--- src/rtl/pipe_ctrl_pkg.sv ---
`default_nettype none
// ============================================================================
//  Module   : pipe_ctrl_pkg
//  Purpose  : Shared types and constants for the pipeline hazard / exception
//             controller: exception sequencer state encoding, exception
//             class encoding with its priority selector, cause codes and
//             default exception vector.
//  Ports    : none (package)
//  Revision : 1.0 - initial release
// ============================================================================
package pipe_ctrl_pkg;

  // Exception sequencer states: detect happens in IDLE, then two cycles of
  // drain/redirect before the pipeline runs again.
  typedef enum logic [1:0] {
    ST_IDLE     = 2'd0,
    ST_DRAIN    = 2'd1,
    ST_REDIRECT = 2'd2
  } exc_state_e;

  // Exception class of the instruction currently in EX.
  typedef enum logic [2:0] {
    EXC_NONE = 3'd0,
    EXC_SYS  = 3'd1,
    EXC_RI   = 3'd2,
    EXC_ERET = 3'd3,
    EXC_INT  = 3'd4
  } exc_class_e;

  localparam logic [31:0] EXC_VECTOR_DEF    = 32'h0000_0180;
  localparam int unsigned CR_HAZ_CYCLES_DEF = 2;
  localparam logic [4:0]  CAUSE_SYS_DEF     = 5'd8;
  localparam logic [4:0]  CAUSE_RI_DEF      = 5'd10;
  localparam logic [4:0]  CAUSE_INT_DEF     = 5'd0;

  // Fixed priority: syscall > RI > eret > interrupt. Several exception bits
  // together is illegal upstream but still resolves deterministically.
  function automatic exc_class_e exc_select(input logic sys,
                                            input logic ri,
                                            input logic eret,
                                            input logic irq);
    exc_class_e cls;
    if (sys)       cls = EXC_SYS;
    else if (ri)   cls = EXC_RI;
    else if (eret) cls = EXC_ERET;
    else if (irq)  cls = EXC_INT;
    else           cls = EXC_NONE;
    return cls;
  endfunction

endpackage : pipe_ctrl_pkg
`default_nettype wire

--- src/rtl/exc_seq_fsm.sv ---
`default_nettype none
// ============================================================================
//  Module   : exc_seq_fsm
//  Purpose  : Three-step exception / eret sequencer (IDLE -> DRAIN ->
//             REDIRECT -> IDLE). Owns the state register and the latched
//             redirect target, and produces the EPC/Cause write pulse.
//  Ports    : clk, reset (async active-low)
//             syscall/ri/eret/irq  - exception requests, sampled in IDLE only
//             pcplus4, epc         - PC+4 of EX instruction, current CP0 EPC
//             busy, exc_detect     - sequence active / detect cycle
//             irq_ack              - interrupt accepted this cycle
//             if_id_flush, id_ex_flush, ex_mem_flush, pc_stall
//             pc_redirect, redirect_pc
//             epc_write, epc_data, cause_code
//  Revision : 1.0 - initial release
// ============================================================================
module exc_seq_fsm
  import pipe_ctrl_pkg::*;
#(
  parameter logic [31:0] EXC_VECTOR = EXC_VECTOR_DEF,
  parameter logic [4:0]  CAUSE_SYS  = CAUSE_SYS_DEF,
  parameter logic [4:0]  CAUSE_RI   = CAUSE_RI_DEF
) (
  input  logic        clk,
  input  logic        reset,
  input  logic        syscall,
  input  logic        ri,
  input  logic        eret,
  input  logic        irq,
  input  logic [31:0] pcplus4,
  input  logic [31:0] epc,
  output logic        busy,
  output logic        exc_detect,
  output logic        irq_ack,
  output logic        if_id_flush,
  output logic        id_ex_flush,
  output logic        ex_mem_flush,
  output logic        pc_stall,
  output logic        pc_redirect,
  output logic [31:0] redirect_pc,
  output logic        epc_write,
  output logic [31:0] epc_data,
  output logic [4:0]  cause_code
);

  exc_state_e  state_q, state_d;
  logic [31:0] redirect_q, redirect_d;
  exc_class_e  exc_cls;

  always_comb begin
    exc_cls      = exc_select(syscall, ri, eret, irq);
    state_d      = state_q;
    redirect_d   = redirect_q;
    busy         = 1'b0;
    exc_detect   = 1'b0;
    irq_ack      = 1'b0;
    if_id_flush  = 1'b0;
    id_ex_flush  = 1'b0;
    ex_mem_flush = 1'b0;
    pc_stall     = 1'b0;
    pc_redirect  = 1'b0;
    redirect_pc  = '0;
    epc_write    = 1'b0;
    epc_data     = '0;
    cause_code   = '0;

    case (state_q)
      ST_IDLE: begin
        if (exc_cls != EXC_NONE) begin
          exc_detect   = 1'b1;
          if_id_flush  = 1'b1;
          id_ex_flush  = 1'b1;
          ex_mem_flush = 1'b1;
          state_d      = ST_DRAIN;
          // eret target is latched now so a later EPC update cannot move it.
          redirect_d   = (exc_cls == EXC_ERET) ? epc : EXC_VECTOR;
          irq_ack      = (exc_cls == EXC_INT);
          if (exc_cls != EXC_ERET) begin
            epc_write = 1'b1;
            epc_data  = pcplus4 - 32'd4;
            case (exc_cls)
              EXC_SYS: cause_code = CAUSE_SYS;
              EXC_RI:  cause_code = CAUSE_RI;
              default: cause_code = CAUSE_INT_DEF;
            endcase
          end
        end
      end
      ST_DRAIN: begin
        busy        = 1'b1;
        pc_stall    = 1'b1;
        if_id_flush = 1'b1;
        id_ex_flush = 1'b1;
        state_d     = ST_REDIRECT;
      end
      ST_REDIRECT: begin
        busy        = 1'b1;
        pc_redirect = 1'b1;
        redirect_pc = redirect_q;
        if_id_flush = 1'b1;
        state_d     = ST_IDLE;
      end
      default: state_d = ST_IDLE;
    endcase
  end

  always_ff @(posedge clk or negedge reset) begin
    if (!reset) begin
      state_q    <= ST_IDLE;
      redirect_q <= '0;
    end else begin
      state_q    <= state_d;
      redirect_q <= redirect_d;
    end
  end

endmodule : exc_seq_fsm
`default_nettype wire

--- src/rtl/pipe_hazard_ctrl.sv ---
`default_nettype none
// ============================================================================
//  Module   : pipe_hazard_ctrl
//  Purpose  : Pipeline hazard / exception controller. Generates load-use
//             and CP0 read-after-write bubbles, branch squash, and (through
//             exc_seq_fsm) the exception / eret redirect sequence.
//  Config   : HAZ_EXT_INT_EN - adds Ext_Int input with a 2-flop synchronizer
//             and pending-interrupt latch; undefined = no interrupt source.
//  Ports    : clk, reset (async active-low; all outputs forced 0 while low)
//             ID_rs/ID_rt/ID_use_rs/ID_use_rt/ID_CR_Read - ID operand info
//             ID_EX_* - EX instruction info (load, dest, CP0 write, exc class,
//             PC+4), EX_Branch_Taken, EPC
//             PC_Stall, IF_ID_Stall, IF_ID_Flush, ID_EX_Stall, ID_EX_Flush,
//             EX_MEM_Flush, PC_Redirect, Redirect_PC, EPC_Write, EPC_data,
//             Cause_code, Busy
//  Revision : 1.0 - initial release
// ============================================================================
module pipe_hazard_ctrl
  import pipe_ctrl_pkg::*;
#(
  parameter logic [31:0] EXC_VECTOR    = EXC_VECTOR_DEF,
  parameter int unsigned CR_HAZ_CYCLES = CR_HAZ_CYCLES_DEF,
  parameter logic [4:0]  CAUSE_SYS     = CAUSE_SYS_DEF,
  parameter logic [4:0]  CAUSE_RI      = CAUSE_RI_DEF
) (
  input  logic        clk,
  input  logic        reset,
`ifdef HAZ_EXT_INT_EN
  input  logic        Ext_Int,
`endif
  input  logic [4:0]  ID_rs,
  input  logic [4:0]  ID_rt,
  input  logic        ID_use_rs,
  input  logic        ID_use_rt,
  input  logic        ID_CR_Read,
  input  logic        ID_EX_MemRead_data,
  input  logic [4:0]  ID_EX_rt,
  input  logic        ID_EX_CR_Write_data,
  input  logic        ID_EX_syscall_data,
  input  logic        ID_EX_eret_data,
  input  logic        ID_EX_RI_data,
  input  logic [31:0] ID_EX_PCplus4_data,
  input  logic        EX_Branch_Taken,
  input  logic [31:0] EPC,
  output logic        PC_Stall,
  output logic        IF_ID_Stall,
  output logic        IF_ID_Flush,
  output logic        ID_EX_Stall,
  output logic        ID_EX_Flush,
  output logic        EX_MEM_Flush,
  output logic        PC_Redirect,
  output logic [31:0] Redirect_PC,
  output logic        EPC_Write,
  output logic [31:0] EPC_data,
  output logic [4:0]  Cause_code,
  output logic        Busy
);

  localparam int CR_CNT_W = (CR_HAZ_CYCLES > 0) ? $clog2(CR_HAZ_CYCLES + 1) : 1;

  // --------------------------------------------------------------------------
  // Interrupt source
  // --------------------------------------------------------------------------
  logic irq;
  logic irq_ack;

`ifdef HAZ_EXT_INT_EN
  // [0],[1] synchronize Ext_Int; [2] holds the previous synchronized level
  // for rising-edge detection.
  logic [2:0] int_sync_q, int_sync_d;
  logic       irq_pend_q, irq_pend_d;

  always_comb begin
    int_sync_d = {int_sync_q[1:0], Ext_Int};
    irq_pend_d = irq_pend_q;
    if (irq_ack)
      irq_pend_d = 1'b0;
    // A fresh edge in the acknowledge cycle is a new request, keep it.
    if (int_sync_q[1] && !int_sync_q[2])
      irq_pend_d = 1'b1;
  end

  always_ff @(posedge clk or negedge reset) begin
    if (!reset) begin
      int_sync_q <= '0;
      irq_pend_q <= 1'b0;
    end else begin
      int_sync_q <= int_sync_d;
      irq_pend_q <= irq_pend_d;
    end
  end

  assign irq = irq_pend_q;
`else
  logic unused_irq_ack;
  assign unused_irq_ack = irq_ack;
  assign irq = 1'b0;
`endif

  // --------------------------------------------------------------------------
  // Exception sequencer
  // --------------------------------------------------------------------------
  logic        fsm_busy, fsm_detect;
  logic        fsm_if_id_flush, fsm_id_ex_flush, fsm_ex_mem_flush, fsm_pc_stall;
  logic        fsm_pc_redirect, fsm_epc_write;
  logic [31:0] fsm_redirect_pc, fsm_epc_data;
  logic [4:0]  fsm_cause_code;

  exc_seq_fsm #(
    .EXC_VECTOR (EXC_VECTOR),
    .CAUSE_SYS  (CAUSE_SYS),
    .CAUSE_RI   (CAUSE_RI)
  ) u_exc_seq_fsm (
    .clk          (clk),
    .reset        (reset),
    .syscall      (ID_EX_syscall_data),
    .ri           (ID_EX_RI_data),
    .eret         (ID_EX_eret_data),
    .irq          (irq),
    .pcplus4      (ID_EX_PCplus4_data),
    .epc          (EPC),
    .busy         (fsm_busy),
    .exc_detect   (fsm_detect),
    .irq_ack      (irq_ack),
    .if_id_flush  (fsm_if_id_flush),
    .id_ex_flush  (fsm_id_ex_flush),
    .ex_mem_flush (fsm_ex_mem_flush),
    .pc_stall     (fsm_pc_stall),
    .pc_redirect  (fsm_pc_redirect),
    .redirect_pc  (fsm_redirect_pc),
    .epc_write    (fsm_epc_write),
    .epc_data     (fsm_epc_data),
    .cause_code   (fsm_cause_code)
  );

  // --------------------------------------------------------------------------
  // CP0 read-after-write window counter
  // --------------------------------------------------------------------------
  logic [CR_CNT_W-1:0] cr_cnt_q, cr_cnt_d;

  always_comb begin
    cr_cnt_d = cr_cnt_q;
    if (ID_EX_CR_Write_data)
      cr_cnt_d = CR_CNT_W'(CR_HAZ_CYCLES);
    else if (cr_cnt_q != '0)
      cr_cnt_d = cr_cnt_q - CR_CNT_W'(1);
  end

  always_ff @(posedge clk or negedge reset) begin
    if (!reset) cr_cnt_q <= '0;
    else        cr_cnt_q <= cr_cnt_d;
  end

  // --------------------------------------------------------------------------
  // Hazard detection
  // --------------------------------------------------------------------------
  logic load_use, cr_hazard, hazard_stall, seq_active;

  // r0 is hardwired zero, so a load targeting it never creates a dependency.
  assign load_use = ID_EX_MemRead_data && (ID_EX_rt != 5'd0) &&
                    ((ID_use_rs && (ID_rs == ID_EX_rt)) ||
                     (ID_use_rt && (ID_rt == ID_EX_rt)));

  assign cr_hazard    = ID_CR_Read && (ID_EX_CR_Write_data || (cr_cnt_q != '0));
  assign hazard_stall = load_use || cr_hazard;

  // Detect cycle counts as active so branch/stall controls cannot mix in.
  assign seq_active = fsm_busy || fsm_detect;

  // --------------------------------------------------------------------------
  // Output merge
  // --------------------------------------------------------------------------
  always_comb begin
    PC_Stall     = fsm_pc_stall;
    IF_ID_Stall  = 1'b0;
    IF_ID_Flush  = fsm_if_id_flush;
    ID_EX_Stall  = 1'b0;   // reserved for a multicycle EX stage
    ID_EX_Flush  = fsm_id_ex_flush;
    EX_MEM_Flush = fsm_ex_mem_flush;
    PC_Redirect  = fsm_pc_redirect;
    Redirect_PC  = fsm_redirect_pc;
    EPC_Write    = fsm_epc_write;
    EPC_data     = fsm_epc_data;
    Cause_code   = fsm_cause_code;
    Busy         = fsm_busy;

    if (!seq_active) begin
      if (EX_Branch_Taken) begin
        // Squash wrong-path instructions; a stall would only delay that.
        IF_ID_Flush = 1'b1;
        ID_EX_Flush = 1'b1;
      end else if (hazard_stall) begin
        // Hold PC and IF/ID, insert a bubble into ID/EX.
        PC_Stall    = 1'b1;
        IF_ID_Stall = 1'b1;
        ID_EX_Flush = 1'b1;
      end
    end

    if (!reset) begin
      PC_Stall     = 1'b0;
      IF_ID_Stall  = 1'b0;
      IF_ID_Flush  = 1'b0;
      ID_EX_Stall  = 1'b0;
      ID_EX_Flush  = 1'b0;
      EX_MEM_Flush = 1'b0;
      PC_Redirect  = 1'b0;
      Redirect_PC  = '0;
      EPC_Write    = 1'b0;
      EPC_data     = '0;
      Cause_code   = '0;
      Busy         = 1'b0;
    end
  end

endmodule : pipe_hazard_ctrl
`default_nettype wire
--- config.mk ---
export PLATFORM = sky130hd
export DESIGN_NAME = pipe_hazard_ctrl
export DESIGN_NICKNAME = d
export VERILOG_FILES = /design/src/rtl/pipe_ctrl_pkg.sv /design/src/rtl/exc_seq_fsm.sv /design/src/rtl/pipe_hazard_ctrl.sv
export SDC_FILE = /design/constraint.sdc
export NUM_CORES = 1
export LEC_CHECK = 0
export BUFFER_PORTS_ARGS = -buffer_cell sky130_fd_sc_hd__buf_2
export CORE_MARGIN = 2
export CORE_UTILIZATION = 48
export CTS_CLUSTER_SIZE = 16
export DETAILED_ROUTE_END_ITERATION = 8
export PLACE_DENSITY = 0.95
export SETUP_SLACK_MARGIN = 0.1
export SLEW_MARGIN = 20
export SYNTH_ARGS = -nofsm -noshare
export SYNTH_HDL_FRONTEND = slang
export SYNTH_SLANG_ARGS = --single-unit
--- constraint.sdc ---
create_clock -name clk -period 4 [get_ports clk]
set_clock_uncertainty 0.2 [all_clocks]
set_input_delay 0.8 -clock clk [delete_from_list [all_inputs] [get_ports clk]]
set_output_delay 0.8 -clock clk [all_outputs]
set_load 0.005 [all_outputs]
==> impl_results.md <==
* Via density at 5.52
* DR vias at 3389
* Syn Std Cell Area at 2930 sq um
* Final Wtd Congestion at 0.812
* Maximum number of pins on one net before global-route repair at 69
* Setup TNS after final layout at 0 ns
* Share of Yosys cell area claimed by the top area cell type at 30.7%
* Setup bufs post-CTS at 0
* Post-detail-place hpwl at 6440 um
* Post_cts resized at 0
* Overall overflow remaining after global route at 0
* Overall track demand over capacity in global routing at 24.0%
* CTS Hold Bufs at 0
* ANT nets after route at 0
* Standby leakage power at 2.27 nW
* Overall routed net length at 8590 um
* Data required, critical path at 3.00 ns
* Startpoint-to-endpoint class of the critical path: in2out
* Maximum fanout along the worst path at 11
* Layout cell share with drive strength beyond 1 at 35.3%
* Warnings from Yosys at 0
* Inserted Diodes at 0
* Post-synthesis cell type with the largest combined area: dfrtp_1
* Number of inserted filler cells in the final layout at 516
* Run status: complete, no violations
* Worst reg2reg startpoint: u_exc_seq_fsm.state_q[0]$_DFFE_PN0P_
* Final critical-path share of the clock period at 90.7%
* Number of I/O port buffers at 163
* FF+latch count, synth at 36
* Effective utilization at floorplan at 49.6%
* Clock-pin slew on the worst setup and hold paths at 0.07 ns
* Unrepaired setup endpoints after global routing: false
* Initial antenna violation count at 0
* Total count of hold-check failures in the final report at 0
* Post-synth EDFFs at 0
* Slew HR at 42.2%
* Endpoint of the most critical register-to-register path: u_exc_seq_fsm.redirect_q[7]$_DFFE_PN0P_
* Pin slew with the least headroom to its limit at 0.867 ns
* Crit path capture type: primary output
* Number of max-slew violations in the final report at 0
* Final-report setup violation count at 0
* Category of cells accounting for the largest share of critical-path delay: simple AND/OR/NAND/NOR gates
* DRC violations left at 0
* Pwr Total at 1.47 mW
* Highest-count cells in the layout ignoring fill and taps: 163 x buf_2, 72 x nand2_1, 36 x nand3_1, 36 x dfrtp_1, 35 x and3_1
* Post-synthesis cell type count at 49
* Top_reg_cell synth: dfrtp_1
* Total power density per cell area at 381 nW/um^2
* Area of the core at 5920 sq um
* Crit path cell chain: buf_2 > inv_1 > ha_1 > nor2b_1 > nand4_1 > buf_4 > or4_1 > a21oi_1 > buf_2
* Critical-path cell with the highest stage delay: or4_1
* R2R setup slack at 2.05 ns
* Std cell rows at 28
* Synth Area per Inst at 7.50 sq um
* Clock buffers created by TritonCTS at 5
* Setup crit start: ID_EX_PCplus4_data[2]
* Layout Area Growth over Synthesis at 31.3%
* Type of origin of the critical path: primary input
* Global-route wire length before repair at 13000 um
* Max-Cap Viols at 0
* Most area-consuming cells after synthesis: dfrtp_1 31%, nand2_1 9.2%, and3_1 7.5%
* DIE HEIGHT at 82.2 um
* Post-place instance area at 3760 sq um
* Post-route standard cell area excluding fillers at 3850 sq um
* Overall die area at 6750 sq um
* Final critical delay including setup and external delays at 3.63 ns
* H-tree levels at 2
* Number of placed I/O pins at 168
* Logic depth of the worst setup path including buffers at 9
* NumNets Final at 638
* Clk sinks at 36
* Worst Path Arrival at 2.63 ns
* Detailed-router iteration count before antenna repair at 5
* Post-Synthesis Cells at 391
* Sequential cell area fraction in the yosys report at 30.7%
* Number of DRC markers after the initial detailed-route iteration at 120
* Clock root buffer: clkbuf_8
* Most frequent CP cell: buf_2
* R2R cell count at 6
* Overall die width at 82.2 um
* Post-synth ARST share at 100%
* Worst Path Buf+Inv at 4
* Clock latency on the worst-skew pair at 0.28 ns
* Max Buffers Root-to-Sink at 2
* Tightest Hold Check Type: in2async
* Vias in the first global route at 3047
* F_max at 0.276 GHz
* Most common cell after layout, fill and taps aside: buf_2
* Routed length per placed instance at 14.0 um
* CTS tree: built
* Max VDD drop at 271 uV
* Peak per-stage delay on the critical path at 0.48 ns
power breakdown:
part / leakage [nW] / internal, mW / switching, mW
registers: 0.473 / 0.485 / 0.0636
clock network: 0.0400 / 0.118 / 0.127
logic: 1.76 / 0.265 / 0.410
total: 2.27 / 0.868 / 0.600
worst reg2reg max path: cells and delay by family (launching register included):
family	cells	cell delay [ns]
compound gates	1	0.18
fa+ha+maj	1	0.26
flops	1	0.41
buf+inv	2	0.45
simple gates	2	0.36
stage by stage:
stage          utilization [%]  hold WS [ns]  worst slack (ns)  instances
6_report                  65.1         0.160             0.374        614
5_1_grt                   65.1         0.166             0.247        614
4_1_cts                   64.9         0.160             0.168        613
3_5_place_dp              63.5         0.249             0.172        606
3_3_place_gp              63.5         0.242             0.327        606
2_1_floorplan                -         0.231             0.824        394
how the worst max path moves through the flow:
stage / slack [ns] / endpoint
floorplan: 0.82 / EPC_data[27]
global placement: 0.33 / EPC_data[24]
detailed placement: 0.17 / EPC_data[24]
CTS: 0.17 / EPC_data[24]
global route: 0.25 / EPC_data[24]
finish: 0.37 / EPC_data[24]
routing by layer:
| metal | vias up | part of all wire (%) | wire length, um | global-route usage (%) |
|---|---|---|---|---|
| met5 | - | 0 | 0 | 0 |
| met4 | 0 | 1.3 | 111 | 8.50 |
| met3 | 11 | 9.1 | 786 | 3.80 |
| met2 | 177 | 51 | 4370 | 44.9 |
| met1 | 1559 | 39 | 3330 | 27.3 |
| li1 | 1642 | - | - | - |
synth_stat cells, types with 3 or more instances:
cell and instances:
nor4_1 4, and2_1 5, nor3_1 7, or4_1 8, mux2i_1 3, clkbuf_1 22, buf_4 5, inv_1 16
ha_1 9, dfrtp_1 36, nand4b_1 5, a31oi_1 6, and3_1 35, xnor2_1 5, o31ai_1 6, o41ai_1 3
a41o_1 4, xor2_1 16, nand2_1 72, nor2_1 29, o21ai_0 8, buf_1 4, nand2b_1 4, a21oi_1 12
nand3_1 36
registers in the layout, summed over array words and instances, names as in the netlist:
signal	count
cr_cnt_q	2
u_exc_seq_fsm.redirect_q	32
u_exc_seq_fsm.state_q	2
area by class of cell:
type                    instances  area, sq um  share of cell area (%)
flip-flops and latches         36          901                    23.4
repair buffers                172          883                    22.9
multi-input cells             308         1830                    47.6
clock buffers                   5         68.8                    1.79
well taps                      75         93.8                    2.44
clock inverters                 2         12.5                   0.325
inverters                      16         60.1                    1.56
cells by family after synthesis:
kind of cell    count (synthesis)  share of synthesized area (%)
buf+inv                        50                           7.38
xor+xnor                       21                           6.27
mux                             3                           1.02
simple gates                  224                           39.9
flops                          36                           30.7
compound gates                 47                           10.7
fa+ha+maj                       9                           3.84
other cells                     1                          0.128
Note: power is estimated with default switching activity, not from simulation.
